$ cat config.mk
export PLATFORM = sky130hd
export DESIGN_NAME = alu_cmd_seq
export DESIGN_NICKNAME = d
export VERILOG_FILES = /design/src/rtl/alu_pkg.sv /design/src/rtl/alu_cmd_seq.sv
export SDC_FILE = /design/constraint.sdc
export NUM_CORES = 1
export LEC_CHECK = 0
export BUFFER_PORTS_ARGS = -buffer_cell sky130_fd_sc_hd__buf_2
export CAP_MARGIN = 0
export CORE_MARGIN = 10
export CORE_UTILIZATION = 46
export DETAILED_ROUTE_END_ITERATION = 16
export GPL_TIMING_DRIVEN = 0
export PLACE_DENSITY_LB_ADDON = 0.15
export SLEW_MARGIN = 5
export SYNTH_ARGS = -nofsm -noshare
export SYNTH_HDL_FRONTEND = slang
export SYNTH_SLANG_ARGS = --single-unit
$ cat constraint.sdc
create_clock -name clk -period 2.65 [get_ports clk]
set_clock_uncertainty 0.2 [all_clocks]
set_input_delay 0.1325 -clock clk [delete_from_list [all_inputs] [get_ports clk]]
set_output_delay 0.1325 -clock clk [all_outputs]
set_load 0.02 [all_outputs]
$ cat src/rtl/alu_pkg.sv
// alu_pkg: shared encodings for the top ALU and its command sequencer.
// The ALU command word is {a_sel[1:0], b_sel[1:0], op[1:0]}.
package alu_pkg;

    localparam int CMD_W = 6;

    typedef enum logic [1:0] {
        OP_ADD = 2'd0,
        OP_SUB = 2'd1,
        OP_MUL = 2'd2,
        OP_DIV = 2'd3
    } alu_op_e;

    // SEL_ILL is never driven onto cmdin; a request naming it is answered with an error.
    typedef enum logic [1:0] {
        SEL_D1  = 2'd0,
        SEL_D2  = 2'd1,
        SEL_D3  = 2'd2,
        SEL_ILL = 2'd3
    } alu_sel_e;

    // Sequencer states, exported so checkers can observe them.
    typedef enum logic [1:0] {
        ST_IDLE = 2'd0,
        ST_WAIT = 2'd1,
        ST_RESP = 2'd2
    } seq_state_e;

    function automatic logic [CMD_W-1:0] pack_cmd(input alu_sel_e a_sel,
                                                  input alu_sel_e b_sel,
                                                  input alu_op_e  op);
        return {a_sel, b_sel, op};
    endfunction

endpackage

$ cat src/rtl/alu_cmd_seq.sv
// alu_cmd_seq: turns request transactions into ALU command/operand drives, waits out the
// ALU latency, captures the result and hands it back as a response transaction.
// Build option: define ALU_CMD_SEQ_STATS_EN to add the stat_ops/stat_errs counters.
// Handshake rule (both channels): a transfer happens on a rising clk edge where valid and
// ready are both high; the valid side holds its payload stable until that edge.
module alu_cmd_seq
    import alu_pkg::*;
#(
    parameter int WIDTH   = 8,
    parameter int ALU_LAT = 2   // legal range 1..15
) (
    input  logic             clk,
    input  logic             rst,
    input  logic             req_valid,
    output logic             req_ready,
    input  logic [1:0]       req_op,
    input  logic [1:0]       req_a_sel,
    input  logic [1:0]       req_b_sel,
    input  logic [WIDTH-1:0] req_d1,
    input  logic [WIDTH-1:0] req_d2,
    input  logic [WIDTH-1:0] req_d3,
    output logic [CMD_W-1:0] cmdin,
    output logic [WIDTH-1:0] din_1,
    output logic [WIDTH-1:0] din_2,
    output logic [WIDTH-1:0] din_3,
    input  logic [WIDTH-1:0] alu_dout_high,
    input  logic [WIDTH-1:0] alu_dout_low,
    input  logic             alu_zero,
    input  logic             alu_error,
    output logic             rsp_valid,
    input  logic             rsp_ready,
    output logic [WIDTH-1:0] rsp_high,
    output logic [WIDTH-1:0] rsp_low,
    output logic             rsp_zero,
    output logic             rsp_error,
    output logic [1:0]       dbg_state
`ifdef ALU_CMD_SEQ_STATS_EN
    ,
    output logic [15:0]      stat_ops,
    output logic [15:0]      stat_errs
`endif
);

    localparam logic [3:0] CNT_INIT = 4'(ALU_LAT - 1);

    seq_state_e       state_q, state_d;
    logic [3:0]       cnt_q, cnt_d;
    logic [CMD_W-1:0] cmdin_q, cmdin_d;
    logic [WIDTH-1:0] din1_q, din1_d, din2_q, din2_d, din3_q, din3_d;
    logic [WIDTH-1:0] rsp_high_q, rsp_high_d, rsp_low_q, rsp_low_d;
    logic             rsp_zero_q, rsp_zero_d, rsp_error_q, rsp_error_d;

    // Next-state logic: accept in IDLE, count down the ALU latency in WAIT, hold in RESP.
    always_comb begin
        state_d     = state_q;
        cnt_d       = cnt_q;
        cmdin_d     = cmdin_q;
        din1_d      = din1_q;
        din2_d      = din2_q;
        din3_d      = din3_q;
        rsp_high_d  = rsp_high_q;
        rsp_low_d   = rsp_low_q;
        rsp_zero_d  = rsp_zero_q;
        rsp_error_d = rsp_error_q;
        case (state_q)
            ST_IDLE: begin
                if (req_valid) begin
                    if ((req_a_sel == SEL_ILL) || (req_b_sel == SEL_ILL)) begin
                        // ALU inputs untouched so it never sees an illegal command.
                        rsp_high_d  = '0;
                        rsp_low_d   = '0;
                        rsp_zero_d  = 1'b0;
                        rsp_error_d = 1'b1;
                        state_d     = ST_RESP;
                    end else begin
                        cmdin_d = pack_cmd(alu_sel_e'(req_a_sel), alu_sel_e'(req_b_sel),
                                           alu_op_e'(req_op));
                        din1_d  = req_d1;
                        din2_d  = req_d2;
                        din3_d  = req_d3;
                        cnt_d   = CNT_INIT;
                        state_d = ST_WAIT;
                    end
                end
            end
            ST_WAIT: begin
                if (cnt_q == 4'd0) begin
                    rsp_high_d  = alu_dout_high;
                    rsp_low_d   = alu_dout_low;
                    rsp_zero_d  = alu_zero;
                    rsp_error_d = alu_error;
                    state_d     = ST_RESP;
                end else begin
                    cnt_d = cnt_q - 4'd1;
                end
            end
            ST_RESP: begin
                // No accept here: IDLE always costs one bubble cycle between ops.
                if (rsp_ready) begin
                    state_d = ST_IDLE;
                end
            end
            default: state_d = ST_IDLE;
        endcase
    end

    // State and datapath registers; reset aborts any op in flight.
    always_ff @(posedge clk) begin
        if (rst) begin
            state_q     <= ST_IDLE;
            cnt_q       <= '0;
            cmdin_q     <= '0;
            din1_q      <= '0;
            din2_q      <= '0;
            din3_q      <= '0;
            rsp_high_q  <= '0;
            rsp_low_q   <= '0;
            rsp_zero_q  <= 1'b0;
            rsp_error_q <= 1'b0;
        end else begin
            state_q     <= state_d;
            cnt_q       <= cnt_d;
            cmdin_q     <= cmdin_d;
            din1_q      <= din1_d;
            din2_q      <= din2_d;
            din3_q      <= din3_d;
            rsp_high_q  <= rsp_high_d;
            rsp_low_q   <= rsp_low_d;
            rsp_zero_q  <= rsp_zero_d;
            rsp_error_q <= rsp_error_d;
        end
    end

    assign req_ready = (state_q == ST_IDLE);
    assign rsp_valid = (state_q == ST_RESP);
    assign cmdin     = cmdin_q;
    assign din_1     = din1_q;
    assign din_2     = din2_q;
    assign din_3     = din3_q;
    assign rsp_high  = rsp_high_q;
    assign rsp_low   = rsp_low_q;
    assign rsp_zero  = rsp_zero_q;
    assign rsp_error = rsp_error_q;
    assign dbg_state = state_q;

`ifdef ALU_CMD_SEQ_STATS_EN
    logic [15:0] stat_ops_q, stat_errs_q;
    logic        rsp_hs;

    assign rsp_hs = rsp_valid && rsp_ready;

    // Saturating counters of delivered responses and of error responses.
    always_ff @(posedge clk) begin
        if (rst) begin
            stat_ops_q  <= '0;
            stat_errs_q <= '0;
        end else if (rsp_hs) begin
            if (stat_ops_q != 16'hFFFF) begin
                stat_ops_q <= stat_ops_q + 16'd1;
            end
            if (rsp_error_q && (stat_errs_q != 16'hFFFF)) begin
                stat_errs_q <= stat_errs_q + 16'd1;
            end
        end
    end

    assign stat_ops  = stat_ops_q;
    assign stat_errs = stat_errs_q;
`endif

endmodule

# Yosys cells after proc, flatten, opt, wreduce, memory -nomap -nowiden
# Cells that the tools add are included.
[word_totals]
regBits = 54
in_bits = 52
output_inout_bits = 52
wordCells = 53
[classes]
addsub = 1
n_eq_ne = 10
mux = 23
bitwise = 1
reduce_logical = 8
[op_table]
columns = ["cell", "n"]
rows = [
  ["$mux W8", 4],
  ["$pmux W8 S2", 2],
  ["$mux W4", 3],
  ["$mux W2", 4],
  ["$ne A2 B2 Y1 const B", 4],
  ["$pmux W4 S2", 1],
  ["$reduce_and A4 Y1", 2],
  ["$eq A2 B2 Y1 const B", 3],
  ["$mux W1", 6],
  ["$pmux W2 S3", 1],
  ["$reduce_and A3 Y1", 2],
  ["$logic_not A4 Y1", 1],
  ["$ne A2 B1 Y1 const B", 2],
  ["$pmux W1 S2", 2],
  ["$sub A4 B1 Y4 const B", 1],
  ["$eq A2 B1 Y1 const B", 1],
  ["$logic_not A2 Y1", 1],
  ["$reduce_bool A2 Y1", 1],
  ["$logic_or A1 B1 Y1", 1],
  ["$not A1 Y1", 1],
]

# Depth between registers and ports, before layout
# Gate-level depths: netlist of run 1.
[depth]
ltp_word = 5
ltp_mapped = 7
mapped_depth_nobuf = 5

# Least setup slack after synthesis of run 1
# OpenSTA, ideal clock, no wires.
[synth_path]
kind = "register to register"
startpoint = "register cnt_q[0]"
endpoint = "register rsp_high_q[7], in the netlist rsp_high[7]"
setup_time_ps = 72
t_arrival_ps = 1663
t_required_ps = 2378
setup_slack_ps = 715
stages_incl_launch_ff = 8
path_buffers = 2
period_less_slack_ps = 1935
path_cell_list = "dfxtp_1 -> inv_1 -> ha_1 -> or3b_2 -> o22ai_2 -> buf_6 -> buf_12 -> mux2i_1"
[synth_via]
elab_chain_len = 3
[synth_lines]
columns = ["item", "line_no", "text"]
rows = [
  ["start: declaration", "alu_cmd_seq.sv:47", "logic [3:0] cnt_q, cnt_d;"],
  ["start signal: assignment", "alu_cmd_seq.sv:122", "cnt_q <= cnt_d;"],
  ["$logic_not A4 Y1", "alu_cmd_seq.sv:87", "if (cnt_q == 4'd0) begin"],
  ["$ne A2 B2 Y1 (no source line)", "--", ""],
  ["$reduce_and A4 Y1 (no source line)", "--", ""],
  ["end signal: assignment", "alu_cmd_seq.sv:127", "rsp_high_q <= rsp_high_d;"],
  ["end: declaration", "alu_cmd_seq.sv:50", "logic [WIDTH-1:0] rsp_high_q, rsp_high_d, rsp_low_q, rsp_low_d;"],
]
# No other way between the ends.
# A chain may end at the register's enable or synchronous reset.

# Worst setup path after layout of run 1
[layout_path]
startpoint = "register cnt_q[0]"
endpoint = "register rsp_low_q[6], in the netlist rsp_low[6]"
[layout_via]
elab_chain_len = 3
[layout_lines]
columns = ["item", "line_no", "text"]
rows = [
  ["$logic_not A4 Y1", "alu_cmd_seq.sv:87", ""],
  ["$ne A2 B2 Y1 (no source line)", "--", ""],
  ["$reduce_and A4 Y1 (no source line)", "--", ""],
  ["end signal: assignment", "alu_cmd_seq.sv:128", "rsp_low_q <= rsp_low_d;"],
  ["end: declaration", "alu_cmd_seq.sv:50", ""],
]
# No other way between the ends.

==> results of run 1 <==
-- per-stage QoR --
step                hold slack (ns)  cells  utilization [%]
finish                     0.008914    490            73.57
global placement             0.1814    430            60.42
detailed placement           0.1866    430            60.42
floorplan                   0.07464    260                -
global route               0.008818    490            73.57
CTS                        0.001598    490            73.57
-- cells in the mapped netlist, drive strengths merged (3+ instances only) --
master	count	area, sq um
nor3b	3	27.52
inv	4	15.01
nor2	4	15.01
dfxtp	54	1081
buf	5	52.55
a21oi	31	155.2
nand2b	18	112.6
clkbuf	19	71.32
nand3	30	150.1
o21ai	30	150.1
mux2i	19	190.2
nand2	18	67.56
-- report_power, final --
part / internal [mW] / leakage, nW / switching, mW
clock network: 0.278 / 0.0579 / 0.262
registers: 0.853 / 0.439 / 0.0213
logic: 0.202 / 1.02 / 0.250
-- critical path: stages (launching register included) --
cell and delay (ns):
dfxtp_1 0.35, inv_1 0.09, ha_1 0.20, or3b_2 0.51, o22ai_2 0.19, buf_6 0.20, buf_12 0.15, mux2i_1 0.20
-- layout by cell type, fill, tap and decap left out, types with 2 or more instances in the layout --
cell	count
dlygate4sd3_1	52
nand3_1	30
nor2_1	4
nor2b_1	2
nor3b_1	2
buf_6	2
or3_1	2
nand2b_1	18
clkbuf_1	19
clkinv_2	2
o21ai_0	30
clkbuf_8	5
inv_1	4
a31oi_1	2
dfxtp_1	54
nand2_1	18
mux2i_1	19
buf_2	105
a21oi_1	31
ha_1	2
-- how the worst max path moves through the flow --
| stage | start | slack [ns] | endpoint | depth (start not counted) |
|---|---|---|---|---|
| floorplan | cnt_q[0] | 0.72 | rsp_high[7] | 7 |
| CTS | cnt_q[0] | 0.51 | rsp_high[7] | 7 |
| global route | cnt_q[0] | 0.38 | rsp_low[1] | 7 |
| detailed placement | cnt_q[0] | 0.52 | rsp_high[7] | 7 |
| global placement | cnt_q[0] | 0.55 | rsp_low[2] | 7 |
| finish | cnt_q[0] | 0.48 | rsp_low[6] | 7 |
-- logic make-up (layout without fill, tap and decap cells) --
kind of cell    Yosys count  count (layout)  synth area share (%)
simple gates             83              83                 19.32
mux                      19              19                 8.297
compound gates           74              74                 18.07
buf+inv                  28             191                 6.059
flops                    54              54                 47.16
fa+ha+maj                 2               2                 1.092
-- metal layers --
metal | share of wire [%] | wire [um] | track usage (%)
met4 | 1.6 | 121 | 4.907
met3 | 8.2 | 619 | 7.149
met2 | 48 | 3644 | 29.45
met5 | 0 | 0 | 0
met1 | 42 | 3187 | 20.27
-- state kept, by name, indices dropped and copies added, names as in the netlist --
signal / count
cnt_q: 4
rsp_error: 1
din_3: 8
rsp_low: 8
din_1: 8
din_2: 8
rsp_high: 8
dbg_state: 2
rsp_zero: 1
cmdin: 6
-- area by class of cell --
type / count / share of cell area (%)
Tap cell: 67 / 2.381
Buffer: 24 / 3.518
Clock inverter: 3 / 1.137
Inverter: 4 / 0.4264
Multi-Input combinational cell: 178 / 30.45
Timing Repair Buffer: 155 / 29.42
Sequential cell: 54 / 30.70
Clock buffer: 5 / 1.955
==> results_dict.tcl, run 1 <==
set metrics [dict create \
    fin_tns_setup_ns 0 \
    clk-insertion-delay-late_ns 0.30 \
    seqCellArea_sq_um 1081 \
    htree_levels 2 \
    crit_required_ns 2.68 \
    drive_gt1_share_pct 28.37 \
    die_area_sq_um 8207 \
    syn_nets 314 \
    fmax_ghz 0.4615 \
    critical_path.endpoint_type "register" \
    drcViolationCount 0 \
    yosys_most_used_dff "dfxtp_1" \
    reg2reg_depth 7 \
    multiInputGateArea_sq_um 1072 \
    cts-root-buf "clkbuf_8" \
    hp-class "in -> reg" \
    rows 25 \
    async_flop_share_pct 0 \
    portBuffers 103 \
    post-dp-hpwl_um 4900 \
    track_usage_pct 17.66 \
    first_global_vias 2496 \
    setup_violations 0 \
    cp.arrival_ns 2.20 \
    ctsHoldBuffers 52 \
    numCtsBuffers 5 \
    avgSynthCellArea_sq_um 8.816 \
    post-place-ws_ns 0.5247 \
    diodes 0 \
    cts_resized 0 \
    finalWorstSetupSlack_ns 0.4833 \
    path_class "reg -> reg" \
    max_slew.worst_pin.slew_ns 0.5132 \
    area_growth_pct 53.60 \
    powerDensity_nw_per_um2 530.3 \
    die_y_um 90.59 \
    cap_violations 0 \
    nFillCells 373 \
    nets 476 \
    grt_max_degree 17 \
    syn_area_sq_um 2292 \
    clk_pin_slew_ns 0.09 \
    hold_viol_final 0 \
    period_minus_slack_ns 2.167 \
    initial_core_util_pct 47.90 \
    dr.first_iter.drc_count 137 \
    rsz0062_at_grt "no" \
    num_vias 2493 \
    cts_tree "yes" \
    ir_worst_vdd_mv 0.3883 \
    total_power_mw 1.867 \
    synthCells 260 \
    via_per_inst 5.088 \
    final_cell_area_sq_um 3521 \
    die_x_um 90.59 \
    cts_buffer_depth 2 \
    finalMaxSlewViolations 0 \
    period_share_pct 81.76 \
    antenna_found_initial 0 \
    whs_endpoint "rsp_high[2]" \
    gp_congestion 0.7678 \
    core_sq_um 4786 \
    crit_fanout 10 \
    synth_cell_types 36 \
    whs_path_depth 4 \
    wl_per_cell_um 15.45 \
    gr-total-overflow 0 \
    yosysSeqAreaShare_pct 47.16 \
    io_pins 104 \
    cts.sinks 54 \
    place_area_sq_um 2892 \
    status "completed" \
    rrSetupSlack_ns 0.48 \
    leakagePower_nw 1.515 \
    r2r_end "rsp_low[6]" \
    synth_seq_cells 54 \
    r2r-start "cnt_q[0]" \
    drt_wl_total_um 7572 \
    yosysWarnings 0 \
    maxSlewHeadroom_pct 65.64 \
    ant_nets 0 \
    cp-start-kind "register" \
    firstDrtPassIters 4 \
    synth-edff-count 0 \
    grt_pass1_wl_um 12360 \
    post_cts_buffers 0 \
    hold_start "rst" \
]
Power figures use the tool's default switching activity.
==> inputs of run 2 (changes only) <==
Settings changed: ABC_AREA set to 1, CORE_UTILIZATION 46 to 47.
Clock period 2.65 ns to 2 ns, I/O delays scaled along.
==> results_dict.tcl, run 2 <==
set metrics [dict create \
    status "completed" \
    die_x_um 90.46 \
    async_flop_share_pct 0 \
    ir_worst_vdd_mv 0.4618 \
    hold_viol_final 0 \
    synthTopCellsByArea "dfxtp_1 46%, nor2_1 16%, nand2_1 9.0%, inv_1 6.9%, o21ai_0 5.8%" \
    synth_top_family_by_area "simple AND/OR/NAND/NOR gates" \
    first_global_vias 2578 \
    synth_seq_cells 54 \
    critical_path.endpoint_type "register" \
    synth-edff-count 0 \
    wl_per_cell_um 13.04 \
    die_y_um 90.46 \
    initial_core_util_pct 49.08 \
    drive_gt1_share_pct 26.06 \
    io_pins 104 \
    via_per_inst 4.488 \
    synthCells 335 \
    clk_pin_slew_ns 0.09 \
    cts.sinks 54 \
    max_slew.worst_pin.slew_ns 0.4976 \
    drt_wl_total_um 7344 \
    final_util_pct 74.03 \
    reg2reg_depth 8 \
    maxSlewHeadroom_pct 66.83 \
    post-synth-top-area-cell "dfxtp_1" \
    crit_path_end "rsp_high[4]" \
    synth_cell_types 23 \
    core_sq_um 4755 \
    synth_top_cell_area_share_pct 46.33 \
    synthTopCellsByCount "99 x nor2_1, 56 x nand2_1, 54 x dfxtp_1, 43 x inv_1, 27 x o21ai_0" \
    num_vias 2527 \
    dr.first_iter.drc_count 137 \
    rsz0062_at_grt "no" \
    firstDrtPassIters 4 \
    die_area_sq_um 8183 \
    place_area_sq_um 2933 \
    synth-compound-area-share_pct 7.614 \
    synth.most_common_cell "nor2_1" \
    fmax_ghz 0.5937 \
    powerDensity_nw_per_um2 767.2 \
    fin_tns_setup_ns 0 \
    cts-root-buf "clkbuf_8" \
    yosysWarnings 0 \
    htree_levels 2 \
    grt_pass1_wl_um 12300 \
    synth_adder_area_share_pct 1.072 \
    syn_area_sq_um 2333 \
    r2r-start "cnt_q[0]" \
    avgSynthCellArea_sq_um 6.966 \
    period_share_pct 84.21 \
    gr-total-overflow 0 \
    finalMaxSlewViolations 0 \
    portBuffers 103 \
    fin_hold_ws_ns 0.04018 \
    rrSetupSlack_ns 0.32 \
    cp-start-kind "register" \
    post_cts_buffers 0 \
    track_usage_pct 17.81 \
    nets 549 \
    cap_violations 0 \
    syn_nets 389 \
    startpoint "cnt_q[0]" \
    leakagePower_nw 1.843 \
    yosysSeqAreaShare_pct 46.33 \
    period_minus_slack_ns 1.684 \
    synthXorXnorAreaFrac_pct 0.3753 \
    cp.arrival_ns 1.69 \
    yosys.area_share.simple_pct 32.98 \
    synth_mux_area_share_pct 0 \
    post-dp-hpwl_um 4846 \
    numCtsBuffers 5 \
    antenna_found_initial 1 \
    gp_congestion 0.7970 \
    total_power_mw 2.700 \
    setup_violations 0 \
    rows 25 \
    r2r_end "rsp_high[4]" \
    cts_tree "yes" \
    yosys_most_used_dff "dfxtp_1" \
    path_class "reg -> reg" \
    grt_max_degree 17 \
    layout_commonest_cell "buf_2" \
    crit_required_ns 2.01 \
    clk-insertion-delay-late_ns 0.31 \
    layout_common_cells "107 x buf_2, 99 x nor2_1, 56 x nand2_1" \
    cts_buffer_depth 2 \
    final_cell_area_sq_um 3520 \
    ant_nets 0 \
    area_growth_pct 50.83 \
    hp-class "in -> reg" \
    drcViolationCount 0 \
    crit_fanout 10 \
]
[run 2: cell families (layout without fill, tap and decap cells)]
logic type,after synthesis,in the layout
XOR/XNOR,1,1
flip-flops,54,54
other,0,1
AO/OA/AOI/OAI,35,35
AND/OR/NAND/NOR,180,180
buffers and inverters,63,223
adder cells (fa/ha/maj),2,2
[run 2: metal layers]
metal	routed length, um	track usage, %	up-vias	part of all wire (%)
met1	3074	19.35	1103	42
met4	129	5.438	0	1.8
li1	-	-	1338	-
met5	0	0	-	0
met2	3566	30.83	74	49
met3	574	7.232	12	7.8
[run 2: per-stage QoR]
stage               cells  setup WS (ns)
global placement      505         0.3886
global route          563         0.1880
floorplan             335         0.3512
CTS                   562         0.3336
detailed placement    505         0.3569
finish                563         0.3157
[run 2: critical path: stages (launching register included)]
cell	delay [ns]
dfxtp_1	0.32
inv_1	0.14
ha_1	0.17
nand2_1	0.12
nand2_4	0.14
nand3_4	0.14
buf_6	0.18
nor2_1	0.11
nor2_1	0.06
[run 2: power by group]
part / switching, mW / internal [mW]
registers: 0.0590 / 1.19
clock network: 0.353 / 0.240
logic: 0.514 / 0.343
total: 0.926 / 1.77
[run 2: repair_timing]
| item | 4_1_cts | 5_1_grt |
|---|---|---|
| gates resized for setup | 0 | 0 |
| hold buffers | 50 | 0 |
| hold endpoints to repair | 52 | 0 |
[run 2: area by class of cell]
cell class | instances | area [sq um]
fillers | 438 | 1235
flip-flops and latches | 54 | 1081
repair buffers | 153 | 1016
multi-input cells | 218 | 980.9
inverters | 46 | 172.7
plain buffers | 17 | 98.84
well taps | 67 | 83.83
clock buffers | 5 | 68.82
clock inverters | 2 | 15.01
diodes | 1 | 2.502
[run 2: how the worst min path moves through the flow]
| stage | cells past startpoint | slack [ns] | to | start |
|---|---|---|---|---|
| after floorplan | 1 | -0.03 | cnt_q[1] | rst |
| after global placement | 2 | 0.13 | cnt_q[2] | rst |
| after detailed placement | 3 | 0.14 | din_1[5] | req_d1[5] |
| after CTS | 4 | 0.04 | cmdin[5] | req_valid |
| after global routing | 4 | 0.06 | cmdin[5] | req_valid |
| final | 4 | 0.04 | cmdin[5] | req_valid |
